### config.mk
export PLATFORM = sky130hd
export DESIGN_NAME = alu_issue_ctrl
export DESIGN_NICKNAME = d
export VERILOG_FILES = /design/src/rtl/alu_issue_ctrl.sv
export SDC_FILE = /design/constraint.sdc
export NUM_CORES = 1
export LEC_CHECK = 0
export CORE_UTILIZATION = 45
export DETAILED_ROUTE_END_ITERATION = 6
export PLACE_DENSITY_LB_ADDON = 0.25
export SLEW_MARGIN = 10
export SYNTH_ARGS = -nofsm -noshare
export SYNTH_HDL_FRONTEND = slang
export SYNTH_SLANG_ARGS = --single-unit
### constraint.sdc
create_clock -name clk -period 1.9 [get_ports clk]
set_input_delay 0.285 -clock clk [delete_from_list [all_inputs] [get_ports clk]]
set_output_delay 0.285 -clock clk [all_outputs]
set_load 0.02 [all_outputs]
### src/rtl/alu_issue_ctrl.sv
// Issue/sequencing stage in front of the 16-bit ALU: instruction handshake,
// 8-entry register file, operand/opcode drive, result capture and writeback.
module alu_issue_ctrl #(
   parameter int unsigned NREGS    = 8,
   parameter int unsigned DW       = 16,
   parameter bit          ZERO_REG = 1'b1
) (
   input  logic          clk,
   input  logic          rst_n,
   input  logic          in_valid,
   output logic          in_ready,
   input  logic [15:0]   in_instr,
   input  logic          ext_we,
   input  logic [2:0]    ext_addr,
   input  logic [DW-1:0] ext_wdata,
   output logic [2:0]    alu_opcode,
   output logic [DW-1:0] alu_a,
   output logic [DW-1:0] alu_b,
   input  logic [DW-1:0] alu_result,
   output logic          wb_valid,
   output logic [2:0]    wb_addr,
   output logic [DW-1:0] wb_data,
   output logic          busy
);

   localparam int unsigned AW  = 3;
   localparam int unsigned OPW = 3;

   typedef enum logic [1:0] {
      S_IDLE = 2'd0,
      S_READ = 2'd1,
      S_EXEC = 2'd2,
      S_WB   = 2'd3
   } state_t;

   typedef struct packed {
      logic [OPW-1:0] op;
      logic [AW-1:0]  rd;
      logic [AW-1:0]  rs1;
      logic [AW-1:0]  rs2;
      logic [3:0]     spare;
   } instr_t;

   state_t         state_q;
   state_t         state_d;
   logic           accept_c;
   logic           load_ops_c;
   logic           load_res_c;
   logic           wb_c;

   instr_t         instr_c;
   logic [3:0]     unused_spare;

   logic [OPW-1:0] op_q;
   logic [AW-1:0]  rd_q;
   logic [AW-1:0]  rs1_q;
   logic [AW-1:0]  rs2_q;
   logic [DW-1:0]  res_q;

   logic [DW-1:0]  rf [NREGS];
   logic [DW-1:0]  opnd_a_c;
   logic [DW-1:0]  opnd_b_c;

   assign instr_c      = instr_t'(in_instr);
   assign unused_spare = instr_c.spare;

   // State register
   always_ff @(posedge clk or negedge rst_n) begin
      if (!rst_n) begin
         state_q <= S_IDLE;
      end else begin
         state_q <= state_d;
      end
   end

   // Next-state and per-stage enables
   always_comb begin
      state_d    = state_q;
      accept_c   = 1'b0;
      load_ops_c = 1'b0;
      load_res_c = 1'b0;
      wb_c       = 1'b0;
      unique case (state_q)
         S_IDLE: begin
            if (in_valid) begin
               accept_c = 1'b1;
               state_d  = S_READ;
            end
         end
         S_READ: begin
            load_ops_c = 1'b1;
            state_d    = S_EXEC;
         end
         S_EXEC: begin
            load_res_c = 1'b1;
            state_d    = S_WB;
         end
         S_WB: begin
            wb_c    = 1'b1;
            state_d = S_IDLE;
         end
         default: state_d = S_IDLE;
      endcase
   end

   // Handshake/status flags track the state being entered
   always_ff @(posedge clk or negedge rst_n) begin
      if (!rst_n) begin
         in_ready <= 1'b1;
         busy     <= 1'b0;
      end else begin
         in_ready <= (state_d == S_IDLE);
         busy     <= (state_d != S_IDLE);
      end
   end

   // Instruction fields held for the duration of the sequence
   always_ff @(posedge clk or negedge rst_n) begin
      if (!rst_n) begin
         op_q  <= '0;
         rd_q  <= '0;
         rs1_q <= '0;
         rs2_q <= '0;
      end else if (accept_c) begin
         op_q  <= instr_c.op;
         rd_q  <= instr_c.rd;
         rs1_q <= instr_c.rs1;
         rs2_q <= instr_c.rs2;
      end
   end

   assign opnd_a_c = (ZERO_REG && (rs1_q == '0)) ? '0 : rf[rs1_q];
   assign opnd_b_c = (ZERO_REG && (rs2_q == '0)) ? '0 : rf[rs2_q];

   // ALU drive; held between instructions
   always_ff @(posedge clk or negedge rst_n) begin
      if (!rst_n) begin
         alu_opcode <= '0;
         alu_a      <= '0;
         alu_b      <= '0;
      end else if (load_ops_c) begin
         alu_opcode <= op_q;
         alu_a      <= opnd_a_c;
         alu_b      <= opnd_b_c;
      end
   end

   // Single sample of the combinational ALU result
   always_ff @(posedge clk or negedge rst_n) begin
      if (!rst_n) begin
         res_q <= '0;
      end else if (load_res_c) begin
         res_q <= alu_result;
      end
   end

   // Writeback status: one-cycle pulse, address/data held afterwards
   always_ff @(posedge clk or negedge rst_n) begin
      if (!rst_n) begin
         wb_valid <= 1'b0;
         wb_addr  <= '0;
         wb_data  <= '0;
      end else begin
         wb_valid <= wb_c;
         if (wb_c) begin
            wb_addr <= rd_q;
            wb_data <= res_q;
         end
      end
   end

   // Register file: writeback has priority over the external port on the same entry
   always_ff @(posedge clk or negedge rst_n) begin
      if (!rst_n) begin
         for (int unsigned i = 0; i < NREGS; i++) begin
            rf[i] <= '0;
         end
      end else begin
         for (int unsigned i = 0; i < NREGS; i++) begin
            if (!(ZERO_REG && (i == 0))) begin
               if (wb_c && (rd_q == AW'(i))) begin
                  rf[i] <= res_q;
               end else if (ext_we && (ext_addr == AW'(i))) begin
                  rf[i] <= ext_wdata;
               end
            end
         end
      end
   end

endmodule

==> results of run 1 <==
layout make-up:
cell class	count	area share, %
sequential	199	39.56
inverter	4	0.1192
multi-input combinational	639	39.01
timing repair buffer	165	13.91
tap	285	2.830
clock buffer	19	3.516
clock inverter	13	1.053
metrics by stage:
stage	setup TNS [ns]	setup slack [ns]	instances	instance area, sq um	hold WS, ns
6_report	0	0.06211	1324	12600	0.3678
5_1_grt	0	0.007372	1324	12600	0.4071
4_1_cts	0	0.01341	1324	12590	0.3920
3_5_place_dp	-0.4835	-0.08457	1291	12000	0.2877
3_3_place_gp	-0.7246	-0.09421	1291	12000	0.2917
2_1_floorplan	0	0.2433	931	10350	-0.01059
per-layer routing:
metal | up-vias | GRT usage (%) | wire length, um
met5 | - | 0 | 11
met4 | 2 | 9.095 | 801
met3 | 49 | 4.961 | 1962
met2 | 286 | 39.76 | 13220
met1 | 3751 | 35.28 | 12770
li1 | 3569 | - | -
path summary, 6_finish.rpt:
kind / to / slack (ns) / cells past startpoint
setup / recovery: in_ready / 0.06 / 1
setup reg to reg: alu_a[14] / 0.09 / 5
max in group asynchronous: in_ready / 0.84 / 3
min in group clk: res_q[9] / 0.45 / 2
hold reg to reg: alu_a[13] / 0.50 / 1
hold / removal: rf[72] / 0.37 / 2
power by group:
part	total, W	internal, W	switching, W
Combinational	0.0107	0.00547	0.00526
Clock	0.00356	0.00179	0.00177
Sequential	0.00854	0.00642	0.00212
Total	0.0228	0.0137	0.00915
placed cells by master (no fill, tap or decap), types with 35 or more instances in the layout:
cell type and n:
dfrtp_1 196, clkdlybuf4s50_1 106, o21ai_1 36, nand2_1 55, buf_4 35, a21oi_1 68, mux2_2 85, mux2i_1 167
nor2_1 94
what timing repair did:
item,4_1_cts,5_1_grt
endpoints found under the setup margin,12,7
endpoints found under the hold margin,46,0
gates resized for setup,2,3
hold buffers,1,0
registers in the layout, indices dropped and copies added, names as in the netlist:
name / count
alu_a: 16
rs2_q: 3
alu_opcode: 3
wb_valid: 1
busy: 1
alu_b: 16
rf: 112
op_q: 3
rs1_q: 3
in_ready: 1
wb_addr: 3
state_q: 2
rd_q: 3
wb_data: 16
res_q: 16
logic make-up after synthesis:
| kind of cell | count (synthesis) | share of synthesized area (%) |
|---|---|---|
| multiplexers | 271 | 27.79 |
| flip-flops | 199 | 48.12 |
| AO/OA/AOI/OAI | 193 | 11.72 |
| AND/OR/NAND/NOR | 170 | 7.253 |
| buffers and inverters | 93 | 4.509 |
| adder cells (fa/ha/maj) | 5 | 0.6044 |
==> summary.md, run 1 <==
| Metric | Value |
|---|---|
| Gr usage total | 25.46% |
| Critical Path Start | in_ready |
| Sequential share of the synthesized area | 48.12% |
| Via-to-Cell Ratio | 5.783 |
| Worst Hold Class | in2async |
| CP Data Required Time | 1.62 ns |
| CTS tree | built |
| Worst Setup Start Kind | flop |
| Worst-Skew Late Latency | 0.44 ns |
| Cells after Synth | 931 |
| Routed Antenna Nets | 0 |
| Drt initial violations | 499 |
| Hold Vio Cnt, Final | 0 |
| First-pass GRT wire length | 45630 um |
| # rows | 55 |
| Clk_skew | 0.01396 ns |
| Sink Count | 199 |
| Dominant synthesized flop cell | dfrtp_1 |
| Post-synthesis average cell area | 11.12 sq um |
| Max-cap violations | 0 |
| Top Ports | 112 |
| DR WL/cell | 21.72 um |
| Post-synth EDFFs | 0 |
| Top cell type's share of synthesized area | 47.87% |
| WP data arrival | 1.55 ns |
| Global route overflow | 0 |
| Yosys cell types | 34 |
| Mapped cell area | 10350 sq um |
| # port buffers | 107 |
| Most common cell in the netlist | dfrtp_1 |
| Top cells by count, synth | dfrtp_1 (198), mux2i_1 (167), nor2_1 (94) |
| Fin nets | 1086 |
| Pre-antenna DRT Iters | 5 |
| Leakage | 5.435 nW |
| Design Power | 0.02283 W |
| Worst Path Max Fanout | 1 |
| Clock slew at reported path FFs | 0.08 ns |
| Max Slew Vio Count | 0 |
| Fmax | 0.5441 GHz |
| Via count | 7657 |
| Core Util, Final | 55.81% |
| CP max-delay cell | clkdlybuf4s50_1 |
| Initial antenna violation count | 1 |
| Area of the multi-input gates | 4915 sq um |
| Routed WL | 28760 um |
| Slew HR | 49.44% |
| H-tree depth | 4 |
| Synth area leaders | dfrtp_1 (48%), mux2i_1 (16%), mux2_2 (9.2%) |
| Placer Congestion | 0.8157 |
| Die Width | 153.7 um |
| FFs w/ async S/R, synth | 100.0% |
| CTS max path bufs | 2 |
| Share of layout cells above drive strength 1 | 18.09% |
| Post-CTS Setup Repair Bufs | 0 |
| DRC Markers | 0 |
| Syn Nets | 991 |
| Core area | 22570 sq um |
| RR Startpoint | rs1_q[0] |
| Biggest area consumer among synthesized cells | dfrtp_1 |
| CP Capture Type | primary output |
| Worst path bufs/invs | 1 |
| Register area | 4984 sq um |
| Period minus WS final | 1.838 ns |
| CP Cell Sequence | clkdlybuf4s50_1 |
| Vias in the first global route | 7623 |
| Worst Tran Pin Value | 0.7550 ns |
| FILL cells | 1929 |
| Pwr Density | 1813 nW/um^2 |
| DP HPWL | 18690 um |
| Number of CTS-inserted buffers | 17 |
| Die area | 23610 sq um |
| Top delay family on crit path | buffers and inverters |
| Antenna diodes | 0 |
| Maximum vdd ir drop | 1.093 mV |
| WS Path Type | reg2out |
| Area Growth Syn to Fin | 21.71% |
| Die Height | 153.7 um |
| Setup Viol. Count Final | 0 |
| Flops & latches, synth | 199 |
| Initial Utilization | 45.86% |
| Outcome | finished, final reports clean |
| Share of the clock period used by the worst path | 96.73% |
| Largest net degree at the start of global routing | 54 |
| Largest stage delay, worst path | 0.59 ns |
| Synth warn | 16 |
| CTS Root Cell | clkbuf_16 |
| RSZ-0062 raised after global routing | no |
No activity file was read; power rests on OpenSTA's default activity.
==> run 2: changes to the inputs <==
--- a/config.mk
+++ b/config.mk
@@ -5,6 +5,7 @@
 export SDC_FILE = /design/constraint.sdc
 export NUM_CORES = 1
 export LEC_CHECK = 0
+export ABC_AREA = 1
 export CORE_UTILIZATION = 45
 export DETAILED_ROUTE_END_ITERATION = 6
 export PLACE_DENSITY_LB_ADDON = 0.25
==> summary.md, run 2 <==
| Metric | Value |
|---|---|
| Placer Congestion | 0.9161 |
| Vias in the first global route | 9323 |
| Top Ports | 112 |
| Area Growth Syn to Fin | 19.09% |
| Worst path bufs/invs | 1 |
| DRC Markers | 0 |
| Worst Path Max Fanout | 1 |
| Routed WL | 32510 um |
| Sink Count | 199 |
| Biggest area consumer among synthesized cells | dfrtp_1 |
| Worst Tran Pin Value | 0.5323 ns |
| Die Width | 157.3 um |
| Reg2reg path depth | 8 |
| Sequential share of the synthesized area | 45.92% |
| RR Startpoint | state_q[0] |
| # port buffers | 107 |
| Max layer used | met4 |
| Synth warn | 16 |
| Setup Viol. Count Final | 0 |
| Gr usage total | 27.78% |
| Max Slew Vio Count | 0 |
| # rows | 56 |
| WS Path Type | reg2out |
| Met2 WL | 13180 um |
| Top cell type's share of synthesized area | 45.67% |
| Fin nets | 1640 |
| Initial antenna violation count | 0 |
| Maximum vdd ir drop | 0.8716 mV |
| Clk_skew | 0.01332 ns |
| Share of the clock period used by the worst path | 96.87% |
| Max-cap violations | 0 |
| NetSw | 0.01071 W |
| RSZ-0062 raised after global routing | no |
| Pwr Density | 1781 nW/um^2 |
| DR WL/cell | 17.00 um |
| Worst Setup Start Kind | flop |
| Slew HR | 64.48% |
| Leakage | 6.177 nW |
| Outcome | finished, final reports clean |
| WP data arrival | 1.56 ns |
| DR WL met3 | 3033 um |
| Number of CTS-inserted buffers | 17 |
| Die Height | 157.3 um |
| Drt initial violations | 1165 |
| Mapped cell area | 10850 sq um |
| Most common cell in the netlist | nand2_1 |
| Largest stage delay, worst path | 0.59 ns |
| Commonest non-fill, non-tap cell in the layout | nand2_1 |
| CP max-delay cell | clkdlybuf4s50_1 |
| Share of layout cells above drive strength 1 | 8.286% |
| Sw frac | 46.56% |
| Worst-Skew Late Latency | 0.45 ns |
| Biggest register | rf |
| Max FFs per register | 112 |
| Antenna diodes | 0 |
| Via-to-Cell Ratio | 5.301 |
| Cell area after layout | 12920 sq um |
| CTS tree | built |
| CTS Root Cell | clkbuf_16 |
| Worst Hold Class | in2async |
| Largest net degree at the start of global routing | 58 |
| Initial Utilization | 46.08% |
| Cells after Synth | 1483 |
| Dominant synthesized flop cell | dfrtp_1 |
| Top cells by count, synth | nand2_1 (522), dfrtp_1 (198), nor2_1 (126) |
| Flop-to-flop setup slack | 0.15 ns |
| Core area | 23540 sq um |
| Top delay family on crit path | buffers and inverters |
| Synth area leaders | dfrtp_1 (46%), nand2_1 (18%), a21oi_1 (5.7%) |
| CP Cell Sequence | clkdlybuf4s50_1 |
| FFs w/ async S/R, synth | 100.0% |
| Post-CTS Setup Repair Bufs | 0 |
| H-tree depth | 4 |
| Die area | 24730 sq um |
| FF-to-FF End | rf[48] |
| Flops & latches, synth | 199 |
| DP Area | 12310 sq um |
| WL met1 | 15930 um |
| Global route overflow | 0 |
| Setup TNS | 0 ns |
| Fmax | 0.5433 GHz |
| Clock slew at reported path FFs | 0.08 ns |
| Post-synthesis average cell area | 7.315 sq um |
| DP HPWL | 24050 um |
| Routed Antenna Nets | 0 |
| Period minus WS final | 1.841 ns |
| Yosys cell types | 31 |
| Pre-antenna DRT Iters | 6 |
| CP Capture Type | primary output |
| Hold Vio Cnt, Final | 0 |
| Via count | 10135 |
| Highest-count cells in the layout ignoring fill and taps | nand2_1 (522), dfrtp_1 (198), nor2_1 (126) |
| CP Data Required Time | 1.62 ns |
| Seq pwr share | 35.9% |
| Int Power | 0.01230 W |
| Combinational share of power | 48.0% |
| First-pass GRT wire length | 52610 um |
| Clk pwr share | 16.2% |
| CTS max path bufs | 2 |
| Post-synth EDFFs | 0 |
| Syn Nets | 1543 |
run 2: cell types whose count changed after synthesis, sizes merged, moves of 15 or more:
cell / previous run / this run
inv: 4 / 124
clkbuf: 40 / 25
nand2: 56 / 538
a221oi: 16 / 0
a22oi: 18 / 0
mux2i: 167 / 0
nor2: 94 / 134
o221ai: 18 / 0
a21oi: 68 / 124
o21ai: 49 / 125
o22a: 18 / 0
o211ai: 0 / 33
mux2: 101 / 3
nand3: 0 / 107
run 2: repair_timing:
item	in CTS	in global routing
hold buffers	1	0
resized for setup	0	0
endpoints found under the hold margin	42	0
run 2: layout make-up:
cell class / instances / area (sq um)
clock buffer: 18 / 439.2
clock inverter: 14 / 155.1
fill: 2311 / 10620
inverter: 128 / 490.5
multi-input combinational: 1080 / 4961
sequential: 199 / 4981
tap: 319 / 399.1
timing repair buffer: 154 / 1493
run 2: metal layers:
metal | up-vias | GRT usage, %
met5 | - | 0
met4 | 0 | 5.918
met3 | 32 | 4.515
met2 | 475 | 39.09
met1 | 4700 | 44.13
li1 | 4928 | -
run 2: metrics by stage:
step | util, % | setup slack, ns | cells | hold slack [ns] | power [W]
floorplan | - | 0.3713 | 1483 | -0.01059 | 0.01492
global placement | 52.31 | 0.07359 | 1879 | 0.2526 | 0.01886
detailed placement | 52.31 | 0.02855 | 1879 | 0.2567 | 0.01910
CTS | 54.87 | 0.05252 | 1912 | 0.3466 | 0.02285
global route | 54.87 | 0.02410 | 1912 | 0.3632 | 0.02473
finish | 54.87 | 0.05950 | 1912 | 0.3333 | 0.02301
run 2: kinds of logic (layout without fill, tap and decap cells):
logic type	after synthesis	after routing	share of synthesized area, %
compound gates	282	282	14.34
fa+ha+maj	5	5	0.5767
buf+inv	204	314	8.374
flops	199	199	45.92
mux	3	3	0.3114
simple gates	790	790	30.48
run 2: how the worst max path moves through the flow:
| stage | from | endpoint | slack (ns) | cells after the start |
|---|---|---|---|---|
| 2_1_floorplan | state_q[0] | rf[59] | 0.37 | 8 |
| 3_3_place_gp | ext_addr[0] | rf[42] | 0.07 | 7 |
| 3_5_place_dp | ext_addr[0] | rf[38] | 0.03 | 7 |
| 4_1_cts | in_ready | in_ready | 0.05 | 1 |
| 5_1_grt | state_q[0] | rf[48] | 0.02 | 8 |
| 6_report | in_ready | in_ready | 0.06 | 1 |
run 2: power by group through the flow:
stage / clock network [W] / registers [W] / logic [W]
floorplan: 0 / 0.00820 / 0.00672
global placement: 0 / 0.00814 / 0.0107
detailed placement: 0 / 0.00820 / 0.0109
CTS: 0.00376 / 0.00814 / 0.0110
global route: 0.00393 / 0.00847 / 0.0123
finish: 0.00372 / 0.00825 / 0.0110
==> run 3: changes to the inputs <==
--- a/config.mk
+++ b/config.mk
@@ -8,6 +8,7 @@
 export ABC_AREA = 1
 export CORE_UTILIZATION = 45
 export DETAILED_ROUTE_END_ITERATION = 6
+export MAX_ROUTING_LAYER = met4
 export PLACE_DENSITY_LB_ADDON = 0.25
 export SLEW_MARGIN = 10
 export SYNTH_ARGS = -nofsm -noshare
==> summary.md, run 3 (same netlist as run 2, synthesis figures left out) <==
| Metric | Value |
|---|---|
| Outcome | finished, final reports clean |
| Drt initial violations | 1110 |
| # port buffers | 107 |
| # rows | 56 |
| Biggest register | rf |
| Met2 WL | 13460 um |
| Pre-antenna DRT Iters | 5 |
| Maximum vdd ir drop | 0.8429 mV |
| CP max-delay cell | clkdlybuf4s50_1 |
| Pwr Density | 1772 nW/um^2 |
| Placer Congestion | 0.9129 |
| Die Height | 157.3 um |
| Period minus WS final | 1.836 ns |
| Max FFs per register | 112 |
| RSZ-0062 raised after global routing | no |
| Max layer used | met4 |
| Clock slew at reported path FFs | 0.07 ns |
| WP data arrival | 1.55 ns |
| Post-Place Cells | 1876 |
| Initial Utilization | 46.08% |
| DR WL/cell | 17.16 um |
| Worst Hold Class | in2async |
| Share of layout cells above drive strength 1 | 8.050% |
| Final Non-Filler Cells | 1909 |
| DRC Markers | 0 |
| Worst Setup Start Kind | flop |
| Worst Tran Pin Value | 0.5473 ns |
| Via count | 10245 |
| Largest net degree at the start of global routing | 54 |
| Max-cap violations | 0 |
| Area Growth Syn to Fin | 18.77% |
| Worst-Skew Late Latency | 0.45 ns |
| Share of the clock period used by the worst path | 96.64% |
| Commonest non-fill, non-tap cell in the layout | nand2_1 |
| Global route overflow | 0 |
| Via-to-Cell Ratio | 5.367 |
| Gr usage total | 28.72% |
| Fin nets | 1637 |
| Hold Vio Cnt, Final | 0 |
| Number of CTS-inserted buffers | 17 |
| Top Ports | 112 |
| CTS max path bufs | 2 |
| Worst path bufs/invs | 1 |
| Vias in the first global route | 9475 |
| Initial antenna violation count | 0 |
| Routed Antenna Nets | 0 |
| Core area | 23540 sq um |
| Final hold slack | 0.2911 ns |
| WS Path Type | reg2out |
| CTS tree | built |
| Setup Viol. Count Final | 0 |
| Clk_skew | 0.01427 ns |
| CTS Root Cell | clkbuf_16 |
| Routed WL | 32750 um |
| Antenna diodes | 0 |
| Die Width | 157.3 um |
| Slew HR | 63.47% |
| Top delay family on crit path | buffers and inverters |
| Max Slew Vio Count | 0 |
| Largest stage delay, worst path | 0.59 ns |
| Sink Count | 199 |
| CP Capture Type | primary output |
| Die area | 24730 sq um |
| CP Cell Sequence | clkdlybuf4s50_1 |
| Highest-count cells in the layout ignoring fill and taps | nand2_1 (522), dfrtp_1 (198), nor2_1 (126) |
| First-pass GRT wire length | 52790 um |
| WL met1 | 15440 um |
| Leakage | 6.169 nW |
| DR WL met3 | 3437 um |
| Worst Path Max Fanout | 1 |
| CP Data Required Time | 1.62 ns |
| DP HPWL | 23960 um |
| Fmax | 0.5446 GHz |
| H-tree depth | 4 |
[run 3: cell types whose count changed in the layout (fill, tap and decap cells not counted), moves of 2 or more]
cell / previous run / this run
inv_6: 2 / 4
clkinv_2: 0 / 5
clkinvlp_4: 3 / 1
inv_8: 6 / 1
buf_12: 5 / 8
buf_4: 41 / 35
[run 3: stage by stage]
step	TNS (ns)	power [W]	util (%)	instance area [sq um]	worst slack, ns
2_1_floorplan	0	0.01492	-	10850	0.3713
3_3_place_gp	0	0.01890	52.37	12330	0.05709
3_5_place_dp	-0.03021	0.01913	52.37	12330	-0.03021
4_1_cts	0	0.02263	54.70	12880	0.05032
5_1_grt	0	0.02448	54.72	12880	0.01931
6_report	0	0.02282	54.72	12880	0.06391
[run 3: layer usage]
metal  vias up  GRT usage [%]
li1       4922              -
met1      4783          42.20
met2       501          39.30
met3        39          6.993
met4         0          7.074
met5         -              -
[run 3: layout make-up]
| cell class | instances | area (sq um) |
|---|---|---|
| Clock inverter | 13 | 96.34 |
| Multi-Input combinational cell | 1080 | 4966 |
| Fill cell | 2272 | 10660 |
| Sequential cell | 199 | 4981 |
| Inverter | 128 | 490.5 |
| Timing Repair Buffer | 151 | 1508 |
| Clock buffer | 19 | 442.9 |
| Tap cell | 319 | 399.1 |
[run 3: final timing paths]
kind                                from             to  slack [ns]  depth (start not counted)
setup / recovery                in_ready       in_ready        0.06                          1
hold / removal                     rst_n     state_q[0]        0.29                          2
setup reg to reg              state_q[0]         rf[50]        0.16                          8
hold reg to reg                  op_q[1]  alu_opcode[1]        0.47                          2
max in group asynchronous          rst_n       alu_b[5]        0.99                          3
min in group clk           alu_result[8]       res_q[8]        0.40                          3
[run 3: repair_timing]
action	4_1_cts	5_1_grt
buffers inserted	0	0
hold buffers	1	0
setup endpoints to repair	0	13
gates resized for setup	0	1
endpoints found under the hold margin	31	0
[run 3: where the power goes]
| part | switching [W] | leakage [nW] | internal, W | total (W) |
|---|---|---|---|---|
| Combinational | 0.00712 | 3.58 | 0.00410 | 0.0112 |
| Sequential | 0.00186 | 2.32 | 0.00632 | 0.00818 |
| Clock | 0.00170 | 0.270 | 0.00173 | 0.00343 |
| Total | 0.0107 | 6.17 | 0.0121 | 0.0228 |
